===== src/rtl/vx_barrier_unit_pkg.sv =====
// vx_barrier_unit_pkg
//   Shared core types for the warp barrier path. Provides the width helper
//   used to derive warp/barrier index widths, the default core geometry and
//   the gpu_barrier_t record that the GPU unit emits for barrier commits.
//   No ports (package).
package vx_barrier_unit_pkg;

  localparam int NUM_WARPS_DEF    = 4;
  localparam int NUM_BARRIERS_DEF = 4;

  // Index width for n items; a single item still needs one bit of index.
  function automatic int bits_for(input int n);
    int r;
    if (n > 1) begin
      r = $clog2(n);
    end else begin
      r = 1;
    end
    return r;
  endfunction

  localparam int NW_BITS = bits_for(NUM_WARPS_DEF);
  localparam int NB_BITS = bits_for(NUM_BARRIERS_DEF);

  typedef struct packed {
    logic               valid;
    logic [NB_BITS-1:0] id;
    logic [NW_BITS-1:0] size_m1;
  } gpu_barrier_t;

endpackage


===== src/rtl/vx_barrier_unit_if.sv =====
// vx_barrier_unit_if
//   Warp-control commit bus into the barrier unit and the stall/release
//   response back to the scheduler.
//   master: drives ctl_valid, ctl_wid, bar_valid, bar_id, bar_size_m1;
//           observes stall_wmask, release_valid, release_wmask, err.
//   slave : the barrier unit (opposite directions).
interface vx_barrier_unit_if #(
  parameter int NUM_WARPS    = 4,
  parameter int NUM_BARRIERS = 4
) ();
  import vx_barrier_unit_pkg::*;

  localparam int W_BITS = bits_for(NUM_WARPS);
  localparam int B_BITS = bits_for(NUM_BARRIERS);

  logic                 ctl_valid;
  logic [W_BITS-1:0]    ctl_wid;
  logic                 bar_valid;
  logic [B_BITS-1:0]    bar_id;
  logic [W_BITS-1:0]    bar_size_m1;
  logic [NUM_WARPS-1:0] stall_wmask;
  logic                 release_valid;
  logic [NUM_WARPS-1:0] release_wmask;
  logic                 err;

  modport master (
    output ctl_valid, ctl_wid, bar_valid, bar_id, bar_size_m1,
    input  stall_wmask, release_valid, release_wmask, err
  );

  modport slave (
    input  ctl_valid, ctl_wid, bar_valid, bar_id, bar_size_m1,
    output stall_wmask, release_valid, release_wmask, err
  );

endinterface


===== src/rtl/vx_barrier_slot.sv =====
// vx_barrier_slot
//   State of one barrier slot: active flag, participant count minus one,
//   arrivals-so-far minus one and the mask of waiting warps.
//   Ports:
//     clk, reset       clock, asynchronous active-low reset
//     sel_i            an arrival targets this slot this cycle
//     drop_i           arrival warp already waits somewhere (rejected)
//     wid_i            arriving warp
//     size_m1_i        requested participants minus one
//     wmask_o          warps currently waiting on this slot
//     hit_release_o    this arrival completes the barrier
//     rel_wmask_o      warps freed when hit_release_o is set
//     dup_o            arriving warp already waits on this slot
//     size_mismatch_o  arrival disagrees with the slot's participant count
module vx_barrier_slot
  import vx_barrier_unit_pkg::*;
#(
  parameter int NUM_WARPS = 4,
  parameter int W_BITS    = bits_for(NUM_WARPS)
) (
  input  logic                 clk,
  input  logic                 reset,
  input  logic                 sel_i,
  input  logic                 drop_i,
  input  logic [W_BITS-1:0]    wid_i,
  input  logic [W_BITS-1:0]    size_m1_i,
  output logic [NUM_WARPS-1:0] wmask_o,
  output logic                 hit_release_o,
  output logic [NUM_WARPS-1:0] rel_wmask_o,
  output logic                 dup_o,
  output logic                 size_mismatch_o
);

  localparam logic [W_BITS-1:0]    C_ONE  = W_BITS'(1);
  localparam logic [W_BITS-1:0]    C_ZERO = {W_BITS{1'b0}};
  localparam logic [NUM_WARPS-1:0] W_ONE  = NUM_WARPS'(1);
  localparam logic [NUM_WARPS-1:0] W_ZERO = {NUM_WARPS{1'b0}};

  logic                 active_q, active_d;
  logic [W_BITS-1:0]    size_q, size_d;
  logic [W_BITS-1:0]    count_q, count_d;
  logic [NUM_WARPS-1:0] wmask_q, wmask_d;

  logic [NUM_WARPS-1:0] wid_oh_s;
  logic                 dup_s;
  logic                 mism_s;
  logic                 accept_s;
  logic                 last_s;
  logic                 hit_s;

  // Classify the arrival and compute the slot's next state.
  always_comb begin
    wid_oh_s = W_ONE << wid_i;
    dup_s    = sel_i & active_q & (|(wmask_q & wid_oh_s));
    mism_s   = sel_i & active_q & (size_m1_i != size_q);
    accept_s = sel_i & ~drop_i & ~dup_s & ~mism_s;
    // An idle slot completes at once only for a single-participant barrier.
    if (active_q) begin
      last_s = ((count_q + C_ONE) == size_q);
    end else begin
      last_s = (size_m1_i == C_ZERO);
    end
    hit_s = accept_s & last_s;

    active_d = active_q;
    size_d   = size_q;
    count_d  = count_q;
    wmask_d  = wmask_q;
    if (accept_s) begin
      if (hit_s) begin
        active_d = 1'b0;
        size_d   = C_ZERO;
        count_d  = C_ZERO;
        wmask_d  = W_ZERO;
      end else if (active_q) begin
        count_d  = count_q + C_ONE;
        wmask_d  = wmask_q | wid_oh_s;
      end else begin
        active_d = 1'b1;
        size_d   = size_m1_i;
        count_d  = C_ZERO;
        wmask_d  = wid_oh_s;
      end
    end else begin
      active_d = active_q;
    end
  end

  // Slot state registers.
  always_ff @(posedge clk or negedge reset) begin
    if (!reset) begin
      active_q <= 1'b0;
      size_q   <= C_ZERO;
      count_q  <= C_ZERO;
      wmask_q  <= W_ZERO;
    end else begin
      active_q <= active_d;
      size_q   <= size_d;
      count_q  <= count_d;
      wmask_q  <= wmask_d;
    end
  end

  assign wmask_o         = wmask_q;
  assign hit_release_o   = hit_s;
  assign rel_wmask_o     = wmask_q | wid_oh_s;
  assign dup_o           = dup_s;
  assign size_mismatch_o = mism_s;

endmodule


===== src/rtl/vx_barrier_unit.sv =====
// vx_barrier_unit
//   Per-core warp barrier tracker between the warp-control commit stage and
//   the warp scheduler. Arriving warps are held stalled until the last
//   participant of their barrier arrives; all are then released together.
//   Ports:
//     clk    core clock
//     reset  asynchronous active-low reset
//     bus    slave side of vx_barrier_unit_if (requests in, stall/release/err out)
module vx_barrier_unit
  import vx_barrier_unit_pkg::*;
#(
  parameter int NUM_WARPS    = 4,
  parameter int NUM_BARRIERS = 4
) (
  input logic              clk,
  input logic              reset,
  vx_barrier_unit_if.slave bus
);

  localparam int W_BITS = bits_for(NUM_WARPS);
  localparam int B_BITS = bits_for(NUM_BARRIERS);

  localparam logic [NUM_WARPS-1:0] W_ONE  = NUM_WARPS'(1);
  localparam logic [NUM_WARPS-1:0] W_ZERO = {NUM_WARPS{1'b0}};

  logic                 arrival_s;
  logic [NUM_WARPS-1:0] wid_oh_s;
  logic [NUM_WARPS-1:0] or_all_s;
  logic                 in_any_s;

  logic                 slot_sel_s   [NUM_BARRIERS];
  logic [NUM_WARPS-1:0] slot_wmask_s [NUM_BARRIERS];
  logic                 slot_hit_s   [NUM_BARRIERS];
  logic [NUM_WARPS-1:0] slot_rel_s   [NUM_BARRIERS];
  logic                 slot_dup_s   [NUM_BARRIERS];
  logic                 slot_mism_s  [NUM_BARRIERS];

  logic                 rel_hit_s;
  logic [NUM_WARPS-1:0] rel_mask_s;
  logic                 sel_any_s;
  logic                 slot_err_s;
  logic                 grow_s;

  logic [NUM_WARPS-1:0] stall_q, stall_d;
  logic                 rel_valid_q;
  logic [NUM_WARPS-1:0] rel_mask_q;
  logic                 err_q, err_d;

  assign arrival_s = bus.ctl_valid & bus.bar_valid;
  assign wid_oh_s  = W_ONE << bus.ctl_wid;

  // Union of every slot's waiters; a warp found here cannot arrive again.
  always_comb begin
    or_all_s = W_ZERO;
    for (int b = 0; b < NUM_BARRIERS; b++) begin
      or_all_s = or_all_s | slot_wmask_s[b];
    end
    in_any_s = arrival_s & (|(or_all_s & wid_oh_s));
  end

  genvar g;
  generate
    for (g = 0; g < NUM_BARRIERS; g++) begin : g_slot
      assign slot_sel_s[g] = arrival_s & (bus.bar_id == B_BITS'(g));

      vx_barrier_slot #(
        .NUM_WARPS (NUM_WARPS),
        .W_BITS    (W_BITS)
      ) u_slot (
        .clk             (clk),
        .reset           (reset),
        .sel_i           (slot_sel_s[g]),
        .drop_i          (in_any_s),
        .wid_i           (bus.ctl_wid),
        .size_m1_i       (bus.bar_size_m1),
        .wmask_o         (slot_wmask_s[g]),
        .hit_release_o   (slot_hit_s[g]),
        .rel_wmask_o     (slot_rel_s[g]),
        .dup_o           (slot_dup_s[g]),
        .size_mismatch_o (slot_mism_s[g])
      );
    end
  endgenerate

  // Gather release and error information from the addressed slot.
  always_comb begin
    rel_hit_s  = 1'b0;
    rel_mask_s = W_ZERO;
    sel_any_s  = 1'b0;
    slot_err_s = 1'b0;
    for (int b = 0; b < NUM_BARRIERS; b++) begin
      sel_any_s  = sel_any_s | slot_sel_s[b];
      slot_err_s = slot_err_s | slot_dup_s[b] | slot_mism_s[b];
      if (slot_hit_s[b]) begin
        rel_hit_s  = 1'b1;
        rel_mask_s = rel_mask_s | slot_rel_s[b];
      end else begin
        rel_mask_s = rel_mask_s;
      end
    end
  end

  // Next stall image: current waiters, plus a newly parked warp, minus the
  // warps freed by this cycle's release.
  always_comb begin
    err_d  = err_q | in_any_s | slot_err_s;
    grow_s = sel_any_s & ~in_any_s & ~slot_err_s & ~rel_hit_s;
    if (grow_s) begin
      stall_d = (or_all_s | wid_oh_s) & ~rel_mask_s;
    end else begin
      stall_d = or_all_s & ~rel_mask_s;
    end
  end

  // Output registers.
  always_ff @(posedge clk or negedge reset) begin
    if (!reset) begin
      stall_q     <= W_ZERO;
      rel_valid_q <= 1'b0;
      rel_mask_q  <= W_ZERO;
      err_q       <= 1'b0;
    end else begin
      stall_q     <= stall_d;
      rel_valid_q <= rel_hit_s;
      rel_mask_q  <= rel_mask_s;
      err_q       <= err_d;
    end
  end

  assign bus.stall_wmask   = stall_q;
  assign bus.release_valid = rel_valid_q;
  assign bus.release_wmask = rel_mask_q;
  assign bus.err           = err_q;

endmodule


===== src/flat_wrapper.sv =====
// flat-port wrapper written by rule: the top's interface ports become plain ports
module vx_barrier_unit_flat import vx_barrier_unit_pkg::*;
#(
  parameter int NUM_WARPS    = 4,
  parameter int NUM_BARRIERS = 4
)
  (clk, reset, bus_ctl_valid, bus_ctl_wid, bus_bar_valid, bus_bar_id, bus_bar_size_m1, bus_stall_wmask, bus_release_valid, bus_release_wmask, bus_err);
  vx_barrier_unit_if #(.NUM_WARPS(NUM_WARPS), .NUM_BARRIERS(NUM_BARRIERS)) bus_i ();
  input logic clk;
  input logic reset;
  input wire logic [$bits(bus_i.ctl_valid)-1:0] bus_ctl_valid;
  input wire logic [$bits(bus_i.ctl_wid)-1:0] bus_ctl_wid;
  input wire logic [$bits(bus_i.bar_valid)-1:0] bus_bar_valid;
  input wire logic [$bits(bus_i.bar_id)-1:0] bus_bar_id;
  input wire logic [$bits(bus_i.bar_size_m1)-1:0] bus_bar_size_m1;
  output wire logic [$bits(bus_i.stall_wmask)-1:0] bus_stall_wmask;
  output wire logic [$bits(bus_i.release_valid)-1:0] bus_release_valid;
  output wire logic [$bits(bus_i.release_wmask)-1:0] bus_release_wmask;
  output wire logic [$bits(bus_i.err)-1:0] bus_err;
  assign bus_i.ctl_valid = bus_ctl_valid;
  assign bus_i.ctl_wid = bus_ctl_wid;
  assign bus_i.bar_valid = bus_bar_valid;
  assign bus_i.bar_id = bus_bar_id;
  assign bus_i.bar_size_m1 = bus_bar_size_m1;
  assign bus_stall_wmask = bus_i.stall_wmask;
  assign bus_release_valid = bus_i.release_valid;
  assign bus_release_wmask = bus_i.release_wmask;
  assign bus_err = bus_i.err;
  vx_barrier_unit #(.NUM_WARPS(NUM_WARPS), .NUM_BARRIERS(NUM_BARRIERS)) u_core (.clk(clk), .reset(reset), .bus(bus_i));
endmodule

===== config.mk =====
export PLATFORM = sky130hd
export DESIGN_NAME = vx_barrier_unit_flat
export DESIGN_NICKNAME = d
export VERILOG_FILES = /design/src/rtl/vx_barrier_unit_pkg.sv /design/src/rtl/vx_barrier_unit_if.sv /design/src/rtl/vx_barrier_slot.sv /design/src/rtl/vx_barrier_unit.sv /design/src/flat_wrapper.sv
export SDC_FILE = /design/constraint.sdc
export NUM_CORES = 1
export LEC_CHECK = 0
export BUFFER_PORTS_ARGS = -buffer_cell sky130_fd_sc_hd__buf_2
export CAP_MARGIN = 20
export CELL_PAD_IN_SITES_DETAIL_PLACEMENT = 1
export CELL_PAD_IN_SITES_GLOBAL_PLACEMENT = 1
export CORE_AREA = 2 2 90 74
export DETAILED_ROUTE_END_ITERATION = 6
export DIE_AREA = 0 0 92 76
export PLACE_DENSITY_LB_ADDON = 0.1
export SLEW_MARGIN = 0
export SYNTH_ARGS = -nofsm -noshare
export SYNTH_HDL_FRONTEND = slang
export SYNTH_SLANG_ARGS = --single-unit

===== constraint.sdc =====
create_clock -name clk -period 8.33 [get_ports clk]
set_input_delay 1.666 -clock clk [delete_from_list [all_inputs] [get_ports clk]]
set_output_delay 1.666 -clock clk [all_outputs]
set_load 0.02 [all_outputs]

==> results of run 1 <==
[stage by stage]
step	util (%)	total power (uW)	hold slack (ns)
after floorplan	-	692	0.477
after global placement	45.7	799	0.462
after detailed placement	45.7	815	0.461
after CTS	47.2	961	0.483
after global routing	47.6	1030	0.503
final	47.6	961	0.478
[final cells by class]
type | instances | share of cell area [%]
Multi-Input combinational cell | 208 | 48.9
Sequential cell | 46 | 39.1
Timing Repair Buffer | 22 | 4.43
Tap cell | 84 | 3.57
Clock buffer | 5 | 2.34
Clock inverter | 3 | 0.809
Inverter | 6 | 0.766
[power groups by stage]
stage	sequential, uW	clock, uW	combinational, uW
floorplan	385	0	306
global placement	419	0	380
detailed placement	424	0	391
CTS	419	149	393
global route	435	155	437
finish	422	145	394
[layer usage]
metal	track usage (%)	vias up	routed length [um]
met3	4.35	22	456
met2	36.9	68	3530
li1	-	1062	-
met1	34.0	1194	3740
met5	0	-	0
met4	6.57	0	162
[critical path, cell delays in order]
cell      delay [ns]
buf_2           0.30
mux4_2          0.57
or4_1           0.51
a221oi_1        0.76
a221oi_1        0.37
o21bai_1        0.26
a21o_1          0.14
[logic make-up (layout without fill, tap and decap cells)]
group,after synthesis,count (layout),share of synthesized area (%)
XOR/XNOR,12,12,3.93
AND/OR/NAND/NOR,95,95,19.1
buffers and inverters,19,36,3.04
multiplexers,16,16,7.92
AO/OA/AOI/OAI,85,85,22.9
flip-flops,46,46,43.1
[flip-flops by register name, indices dropped and copies added (netlist names)]
signal / cells
u_core.g_slot.u_slot.active_q: 4
u_core.bus.release_wmask: 4
u_core.g_slot.u_slot.wmask_o: 16
u_core.g_slot.u_slot.size_q: 8
u_core.bus.err: 1
u_core.g_slot.u_slot.count_q: 8
u_core.bus.stall_wmask: 4
u_core.bus.release_valid: 1
[cell usage in the layout (no fill, tap or decap), drive strengths merged, types with 3 or more instances in the layout]
master,n
o31a,3
dfrtp,46
mux2i,11
a31oi,4
xnor2,6
a21oi,19
nor2,17
o2111ai,7
or4,6
a221oi,4
xor2,6
nor2b,10
buf,22
a22o,14
nand2b,7
mux4,4
nand3,10
inv,7
o21ai,15
nor4,4
nand2,29
clkbuf,5
[how the worst min path moves through the flow]
stage	start	endpoint	slack [ns]	cells after the start
after floorplan	u_core.g_slot[2].u_slot.count_q[1]	u_core.g_slot[2].u_slot.count_q[1]	0.48	1
after global routing	u_core.bus.err	u_core.bus.err	0.50	1
after global placement	u_core.bus.err	u_core.bus.err	0.46	1
after detailed placement	u_core.bus.err	u_core.bus.err	0.46	1
after CTS	u_core.bus.err	u_core.bus.err	0.48	1
final	u_core.bus.err	u_core.bus.err	0.48	1
==> impl_metrics.csv, run 1 <==
group,metric,value,unit
clock_tree,cts.sinks,46,
floorplan,start_util,43.2,%
power,power_frac_clock,15.1,%
placed_design,dpl_worst_slack,3.72,ns
synth,synth-edff-count,0,
sta,finalHoldViolCount,0,
routing,wl,7.90,mm
synth,yosysWarnings,0,
floorplan,die_w,92,um
synth,yosys-top-cells-area,"dfrtp_1 (43%), a22o_1 (4.3%), mux2i_1 (4.1%)",
power,power.leakage,0.00125,uW
synth,yosys_register_bits,46,
power,p_int,538,uW
floorplan,pin_count,20,
floorplan,rows,26,
worst_setup_path,critical_path.endpoint,"u_core.bus.release_wmask[2]",
cells_and_area,nets,299,
floorplan,fp.dieArea,6990,um^2
sta,max_slew_margin,28.7,%
synth,synth_fp_nets,283,
sta,finClkSkew,0.0109,ns
global_routing,overflow,0,
worst_setup_path,crit_path_end_kind,"flop",
run,cap_violations,0,
cells_and_area,multi_input_area,1440,um^2
floorplan,coreArea,6180,um^2
global_routing,globalRouteTotalUtil,23.7,%
worst_setup_path,critPathLaunchType,"input pin",
synth,yosysMostFrequentCell,"dfrtp_1",
clock_tree,cts_tree,"yes",
placed_design,place_hpwl,5.78,mm
synth,ys_async_sr_fraction,100,%
cells_and_area,antenna_cells,0,
worst_setup_path,arrival,4.58,ns
power,p_sw,423,uW
sta,timing.final.ws_setup,4.01,ns
cells_and_area,fillCellCount,732,
clock_tree,clk_pin_slew,0.09,ns
synth,synth_area,2670,um^2
worst_setup_path,worst-r2r-cell-count,6,
synth,ys.flop_type,"dfrtp_1",
cells_and_area,syn_to_final_growth,10.1,%
clock_tree,postCtsHoldBufs,0,
clock_tree,htreeDepth,2,
synth,synth_cells,273,
sta,finalSetupViolations,0,
worst_setup_path,r2r_slack,5.06,ns
worst_setup_path,cp-startpoint,"bus_ctl_wid[1]",
synth,synth_common_cells,"dfrtp_1 (46), nand2_1 (29), a21oi_1 (18), nor2_1 (17), a22o_1 (13)",
clock_tree,cts_buffers,5,
power,pwr-share-comb,41.0,%
synth,syn_avg_cell_area,9.79,um^2
synth,synth_top_area_cell,"dfrtp_1",
routing,postRouteAntennaNets,0,
worst_setup_path,crit_fanout,15,
placed_design,routabilityCongestion,0.893,
clock_tree,clockBufferDepth,2,
global_routing,antenna_found_initial,0,
clock_tree,clkLatencyLatePin,0.31,ns
sta,final.setup.tns,0,ns
global_routing,grt_pass1_vias,2410,
synth,synth_cell_type_count,55,
cells_and_area,final-instance-count-excl-fill,374,
routing,first_iter_violations,190,
worst_hold_path,hold_path.class,"reg -> reg",
power,irDropWorstVdd,0.121,mV
worst_setup_path,rr_startpoint,"u_core.g_slot[3].u_slot.wmask_o[2]",
cells_and_area,drive_gt1_share,14.8,%
global_routing,grt_max_degree,47,
outcome,status,"finished, final reports clean",
power,p_per_area,327,nW/um^2
sta,fmax,231,MHz
power,power_frac_seq,43.9,%
clock_tree,post-cts-setup-buffers,0,
sta,rsz0062_at_grt,"no",
sta,worstMarginPinSlew,1.07,ns
worst_setup_path,worstPathRequired,8.58,ns
power,swShare,44.0,%
placed_design,port-buffer-count,19,
worst_setup_path,r2r-end,"u_core.bus.stall_wmask[3]",
cells_and_area,seqCellArea,1150,um^2
sta,finalCritPeriodShare,51.9,%
clock_tree,cts_resized,0,
routing,wl_per_cell,21.1,um
routing,firstDrtPassIters,4,
cells_and_area,design_area,2940,um^2
global_routing,grt_pass1_wl,13.0,mm
routing,vias_per_cell,6.27,
sta,period_needed,4.32,ns
placed_design,dp_cells,365,
clock_tree,clock-root-buffer,"clkbuf_8",
synth,seq_area_frac_synth,43.1,%
sta,maxSlewViolCount,0,
routing,drc,0,
routing,vias,2346,
worst_setup_path,path_class,"in -> reg",
synth,yosysTopAreaCellShare,43.1,%
floorplan,die_h,76,um
placed_design,placed_area,2830,um^2
Power figures use the tool's default switching activity.
==> run 2, diff against run 1 <==
--- a/config.mk
+++ b/config.mk
@@ -9,9 +9,9 @@
 export CAP_MARGIN = 20
 export CELL_PAD_IN_SITES_DETAIL_PLACEMENT = 1
 export CELL_PAD_IN_SITES_GLOBAL_PLACEMENT = 1
-export CORE_AREA = 2 2 90 74
+export CORE_AREA = 2 2 93 77
 export DETAILED_ROUTE_END_ITERATION = 6
-export DIE_AREA = 0 0 92 76
+export DIE_AREA = 0 0 95 79
 export PLACE_DENSITY_LB_ADDON = 0.1
 export SLEW_MARGIN = 0
 export SYNTH_ARGS = -nofsm -noshare
==> constraint.sdc (replaced) <==
create_clock -name clk -period 3.9 [get_ports clk]
set_input_delay 0.78 -clock clk [delete_from_list [all_inputs] [get_ports clk]]
set_output_delay 0.78 -clock clk [all_outputs]
set_load 0.02 [all_outputs]
==> impl_metrics.csv, run 2 (same netlist as run 1, synthesis figures left out) <==
group,metric,value,unit
cells_and_area,layout_common_cells,"dfrtp_1 (46), nand2_1 (29), buf_2 (19)",
cells_and_area,antenna_cells,0,
floorplan,die_h,79,um
global_routing,grt_pass1_wl,12.4,mm
placed_design,routabilityCongestion,0.877,
sta,final.setup.tns,0,ns
worst_setup_path,arrival,3.39,ns
cells_and_area,final_common_cell,"dfrtp_1",
floorplan,coreArea,6660,um^2
clock_tree,clock-root-buffer,"clkbuf_8",
sta,finalSetupViolations,0,
floorplan,die_w,95,um
worst_setup_path,crit_path_end_kind,"flop",
routing,first_iter_violations,209,
cells_and_area,drive_gt1_share,15.4,%
worst_setup_path,critPathLaunchType,"flop",
worst_setup_path,worstPathRequired,4.11,ns
routing,wl_per_cell,20.2,um
clock_tree,cts_buffers,5,
power,irDropWorstVdd,0.289,mV
placed_design,dpl_worst_slack,0.542,ns
worst_setup_path,cp-startpoint,"u_core.g_slot[1].u_slot.wmask_o[3]",
floorplan,fp.dieArea,7510,um^2
sta,finClkSkew,0.00546,ns
cells_and_area,syn_to_final_growth,11.7,%
sta,fmax,314,MHz
global_routing,grt_pass1_vias,2272,
cells_and_area,design_area,2980,um^2
clock_tree,htreeDepth,2,
clock_tree,clockBufferDepth,2,
floorplan,pin_count,20,
global_routing,grt_max_degree,47,
worst_hold_path,hold_path.class,"in -> async",
worst_setup_path,path_class,"reg -> reg",
clock_tree,cts.sinks,46,
routing,drc,0,
placed_design,port-buffer-count,19,
cells_and_area,fillCellCount,751,
run,cap_violations,0,
power,p_per_area,708,nW/um^2
sta,finalCritPeriodShare,81.7,%
cells_and_area,nets,302,
clock_tree,clk_pin_slew,0.09,ns
routing,vias,2274,
worst_setup_path,crit_fanout,10,
sta,worstMarginPinSlew,0.802,ns
sta,maxSlewViolCount,0,
placed_design,place_hpwl,5.63,mm
clock_tree,cts_resized,0,
power,power.leakage,0.00128,uW
worst_setup_path,rr_startpoint,"u_core.g_slot[1].u_slot.wmask_o[3]",
routing,firstDrtPassIters,4,
routing,postRouteAntennaNets,0,
sta,timing.final.ws_setup,0.713,ns
routing,wl,7.66,mm
clock_tree,cts_tree,"yes",
global_routing,overflow,0,
clock_tree,postCtsHoldBufs,0,
placed_design,placed_area,2850,um^2
sta,rsz0062_at_grt,"no",
floorplan,rows,27,
global_routing,globalRouteTotalUtil,22.1,%
outcome,status,"finished, final reports clean",
clock_tree,post-cts-setup-buffers,0,
cells_and_area,largest_reg_flops,16,
sta,period_needed,3.19,ns
floorplan,start_util,40.1,%
global_routing,antenna_found_initial,0,
sta,max_slew_margin,46.5,%
routing,vias_per_cell,5.98,
sta,finalHoldViolCount,0,
power,total_power,2110,uW
clock_tree,clkLatencyLatePin,0.31,ns
==> run 2: cell count changes in the layout (fill, tap and decap cells not counted), sizes merged <==
cell      before  now
bufinv         0    1
buf           22   25
inv            7    6
clkinvlp       2    1
clkbuf         5    6
==> run 2: metrics by stage <==
step,std cells,utilization (%),hold WS [ns]
2_1_floorplan,273,-,0.477
3_3_place_gp,371,42.9,0.458
3_5_place_dp,371,42.9,0.456
4_1_cts,379,44.5,0.486
5_1_grt,380,44.8,0.448
6_report,380,44.8,0.428
==> run 2: final timing paths <==
check / slack, ns / end / cells past startpoint
max: 0.71 / u_core.g_slot[3].u_slot.wmask_o[3] / 6
min: 0.43 / u_core.g_slot[3].u_slot.size_q[1] / 1
max reg2reg: 0.71 / u_core.g_slot[3].u_slot.wmask_o[3] / 6
min reg2reg: 0.48 / u_core.bus.err / 1
max in group asynchronous: 2.95 / u_core.g_slot[0].u_slot.wmask_o[0] / 2
min in group clk: 0.48 / u_core.bus.err / 1
==> run 2: worst max-delay path, stage by stage (launching register included) <==
cell and delay, ns:
dfrtp_1 0.44, or4_1 0.58, mux4_2 0.59, or2_1 0.43
or4_4 0.59, nand2b_4 0.20, a22o_1 0.24
==> run 2: routing by layer <==
| layer | vias up | GRT usage, % | routed length, um |
|---|---|---|---|
| met5 | - | 0 | 0 |
| met3 | 11 | 5.22 | 372 |
| met2 | 58 | 32.8 | 3260 |
| li1 | 1069 | - | - |
| met4 | 0 | 4.35 | 93 |
| met1 | 1136 | 33.1 | 3940 |
==> run 2: layout make-up <==
type	instances	area (um^2)	share of cell area (%)
inverter	6	22.5	0.755
clock inverter	2	37.5	1.26
timing repair buffer	25	153	5.12
clock buffer	6	72.6	2.43
multi-input combinational	208	1440	48.2
sequential	46	1150	38.6
tap	87	109	3.65
==> run 2: power breakdown <==
group          switching (uW)  internal [uW]  leakage (uW)
clock network             176            191     0.0000514
registers                 242            654      0.000588
logic                     476            373      0.000640
total                     894           1220       0.00128
==> run 3, diff against run 2 <==
--- a/config.mk
+++ b/config.mk
@@ -5,13 +5,14 @@
 export SDC_FILE = /design/constraint.sdc
 export NUM_CORES = 1
 export LEC_CHECK = 0
+export ABC_AREA = 1
 export BUFFER_PORTS_ARGS = -buffer_cell sky130_fd_sc_hd__buf_2
 export CAP_MARGIN = 20
 export CELL_PAD_IN_SITES_DETAIL_PLACEMENT = 1
 export CELL_PAD_IN_SITES_GLOBAL_PLACEMENT = 1
-export CORE_AREA = 2 2 93 77
+export CORE_AREA = 2 2 92 77
 export DETAILED_ROUTE_END_ITERATION = 6
-export DIE_AREA = 0 0 95 79
+export DIE_AREA = 0 0 94 79
 export PLACE_DENSITY_LB_ADDON = 0.1
 export SLEW_MARGIN = 0
 export SYNTH_ARGS = -nofsm -noshare
==> constraint.sdc (replaced) <==
create_clock -name clk -period 3 [get_ports clk]
set_input_delay 0.6 -clock clk [delete_from_list [all_inputs] [get_ports clk]]
set_output_delay 0.6 -clock clk [all_outputs]
set_load 0.02 [all_outputs]
==> impl_metrics.csv, run 3 <==
group,metric,value,unit
worst_setup_path,worst-r2r-cell-count,10,
synth,yosysWarnings,0,
cells_and_area,syn_to_final_growth,12.2,%
clock_tree,cts.sinks,46,
cells_and_area,layout_common_cells,"nand2_1 (97), inv_1 (57), dfrtp_1 (46)",
worst_setup_path,crit_path_end_kind,"flop",
worst_setup_path,cp-startpoint,"bus_ctl_wid[0]",
worst_setup_path,worstPathRequired,3.18,ns
routing,vias,2617,
synth,yosysMostFrequentCell,"nand2_1",
routing,postRouteAntennaNets,0,
worst_setup_path,critical_path.endpoint,"u_core.g_slot[1].u_slot.wmask_o[2]",
power,total_power,2820,uW
global_routing,grt_max_degree,25,
worst_setup_path,r2r-end,"u_core.g_slot[1].u_slot.wmask_o[2]",
routing,wl_per_cell,16.6,um
routing,vias_per_cell,5.27,
synth,yosysTopAreaCellShare,41.4,%
sta,worstMarginPinSlew,0.552,ns
clock_tree,cts_tree,"yes",
synth,synth_cells,385,
global_routing,globalRouteTotalUtil,23.9,%
clock_tree,clockBufferDepth,2,
sta,finalSetupViolations,0,
worst_setup_path,cp_top_family,"simple AND/OR/NAND/NOR gates",
cells_and_area,largest_reg_flops,16,
synth,ys.flop_type,"dfrtp_1",
routing,first_iter_violations,101,
floorplan,die_h,79,um
power,power.leakage,0.00162,uW
routing,drc,0,
worst_setup_path,slowest_stage,"nor2_1",
power,irDropWorstVdd,0.360,mV
sta,maxSlewViolCount,0,
floorplan,rows,27,
synth,synth-edff-count,0,
global_routing,overflow,0,
clock_tree,cts_resized,0,
sta,rsz0062_at_grt,"no",
floorplan,pin_count,20,
worst_setup_path,path_class,"in -> reg",
worst_hold_path,hold_path.class,"in -> async",
floorplan,fp.dieArea,7430,um^2
worst_setup_path,path_depth,13,
placed_design,port-buffer-count,19,
placed_design,routabilityCongestion,0.913,
global_routing,antenna_found_initial,0,
synth,yosys_register_bits,46,
synth,synth_common_cells,"nand2_1 (97), inv_1 (57), dfrtp_1 (46), nor2_1 (41), nand3_1 (29)",
worst_setup_path,critPathLaunchType,"input pin",
cells_and_area,final_common_cell,"nand2_1",
placed_design,dp_cells,489,
worst_setup_path,path_buf_inv,3,
synth,yosys-top-cells-area,"dfrtp_1 (41%), nand2_1 (13%), inv_1 (7.7%)",
floorplan,coreArea,6590,um^2
clock_tree,cts_buffers,5,
floorplan,start_util,42.2,%
synth,synth_area,2780,um^2
sta,hold-worst-slack,0.272,ns
clock_tree,clock-root-buffer,"clkbuf_8",
synth,synth_top_area_cell,"dfrtp_1",
routing,firstDrtPassIters,6,
worst_setup_path,cp_cell_sequence,"buf_2 -> nand2_2 -> inv_2 -> nand2_1 -> nand2_1 -> nor2_1 -> nor2_1 -> nor2_1 -> nand2_2 -> nor2_2 -> inv_1 -> nand2_1 -> o21ai_1",
worst_setup_path,slowest_delay,0.32,ns
outcome,status,"finished, final reports clean",
synth,synth_cell_type_count,36,
synth,synth_fp_nets,395,
floorplan,die_w,94,um
worst_setup_path,r2r_slack,0.94,ns
sta,finalCritPeriodShare,72.6,%
cells_and_area,final_core_util,47.4,%
power,p_per_area,905,nW/um^2
sta,fmax,459,MHz
synth,syn_avg_cell_area,7.22,um^2
worst_setup_path,arrival,2.36,ns
cells_and_area,nets,419,
sta,period_needed,2.18,ns
run,cap_violations,0,
global_routing,grt_pass1_vias,2750,
synth,seq_area_frac_synth,41.4,%
global_routing,grt_pass1_wl,13.8,mm
clock_tree,postCtsHoldBufs,0,
clock_tree,clkLatencyLatePin,0.30,ns
sta,max_slew_margin,63.2,%
placed_design,place_hpwl,6.53,mm
cells_and_area,antenna_cells,0,
clock_tree,post-cts-setup-buffers,0,
synth,ys_async_sr_fraction,100,%
routing,wl,8.24,mm
cells_and_area,final-instance-count-excl-fill,497,
clock_tree,clk_pin_slew,0.09,ns
worst_setup_path,rr_startpoint,"u_core.g_slot[1].u_slot.wmask_o[3]",
sta,finalHoldViolCount,0,
worst_setup_path,crit_fanout,7,
cells_and_area,drive_gt1_share,14.9,%
clock_tree,htreeDepth,2,
sta,finClkSkew,0.0106,ns
sta,final.setup.tns,0,ns
## run 3: changes by cell type in the layout (fill, tap and decap cells not counted), sizes merged, moves of 14 or more
cell	delta
nand2	+74
inv	+58
nor2	+30
nand3	+25
o22ai	+19
a22o	-14
## run 3: final cells by class
cell class / instances / area (um^2)
clock buffer: 6 / 82.6
clock inverter: 2 / 60.1
fill: 876 / 3470
inverter: 65 / 244
timing repair buffer: 22 / 118
sequential: 46 / 1150
multi-input combinational: 269 / 1360
tap: 87 / 109
## run 3: worst min path at each step
stage | cells past startpoint | slack (ns) | startpoint | to
final | 1 | 0.27 | reset | u_core.g_slot[3].u_slot.count_q[1]
after global routing | 1 | 0.31 | reset | u_core.g_slot[3].u_slot.count_q[1]
after CTS | 1 | 0.29 | reset | u_core.g_slot[3].u_slot.count_q[1]
after detailed placement | 1 | 0.50 | u_core.bus.err | u_core.bus.err
after global placement | 1 | 0.48 | u_core.bus.err | u_core.bus.err
after floorplan | 0 | 0.30 | reset | u_core.bus.err
## run 3: kinds of logic after synthesis
group / share of synthesized area [%]
AOI/OAI and AO/OA: 12.3
xor gates and xnor gates: 2.21
buffers and inverters: 9.82
DFF: 41.4
muxes: 0.360
and+or+nand+nor: 33.9
## run 3: power by group
group | internal, uW | leakage [uW] | total [uW] | switching [uW]
clock network | 356 | 0.0000714 | 576 | 221
logic | 390 | 0.00101 | 1120 | 728
registers | 878 | 0.000541 | 1130 | 251
## run 3: worst reg2reg max path, stage by stage (launching register included)
cell	delay, ns
dfrtp_1	0.43
nor2_1	0.18
nand3_1	0.12
nand2_1	0.07
nand2_1	0.13
o21ai_4	0.33
nand2_2	0.17
nor2_2	0.23
inv_1	0.11
nand2_1	0.08
o21ai_1	0.09
## run 3: metrics by stage
| stage | setup WS (ns) | instance area [um^2] |
|---|---|---|
| after floorplan | 1.02 | 2780 |
| after global routing | 0.636 | 3120 |
| after global placement | 0.589 | 2980 |
| after detailed placement | 0.565 | 2980 |
| final | 0.822 | 3120 |
| after CTS | 0.832 | 3120 |
## run 3: per-layer routing
metal | part of all wire (%) | track usage [%] | routed length (um) | vias to the layer above
met3 | 2.7 | 3.61 | 225 | 9
met2 | 45 | 38.4 | 3730 | 28
li1 | - | - | - | 1287
met5 | 0 | 0 | 0 | -
met4 | 1.1 | 5.65 | 87 | 0
met1 | 51 | 34.1 | 4190 | 1293
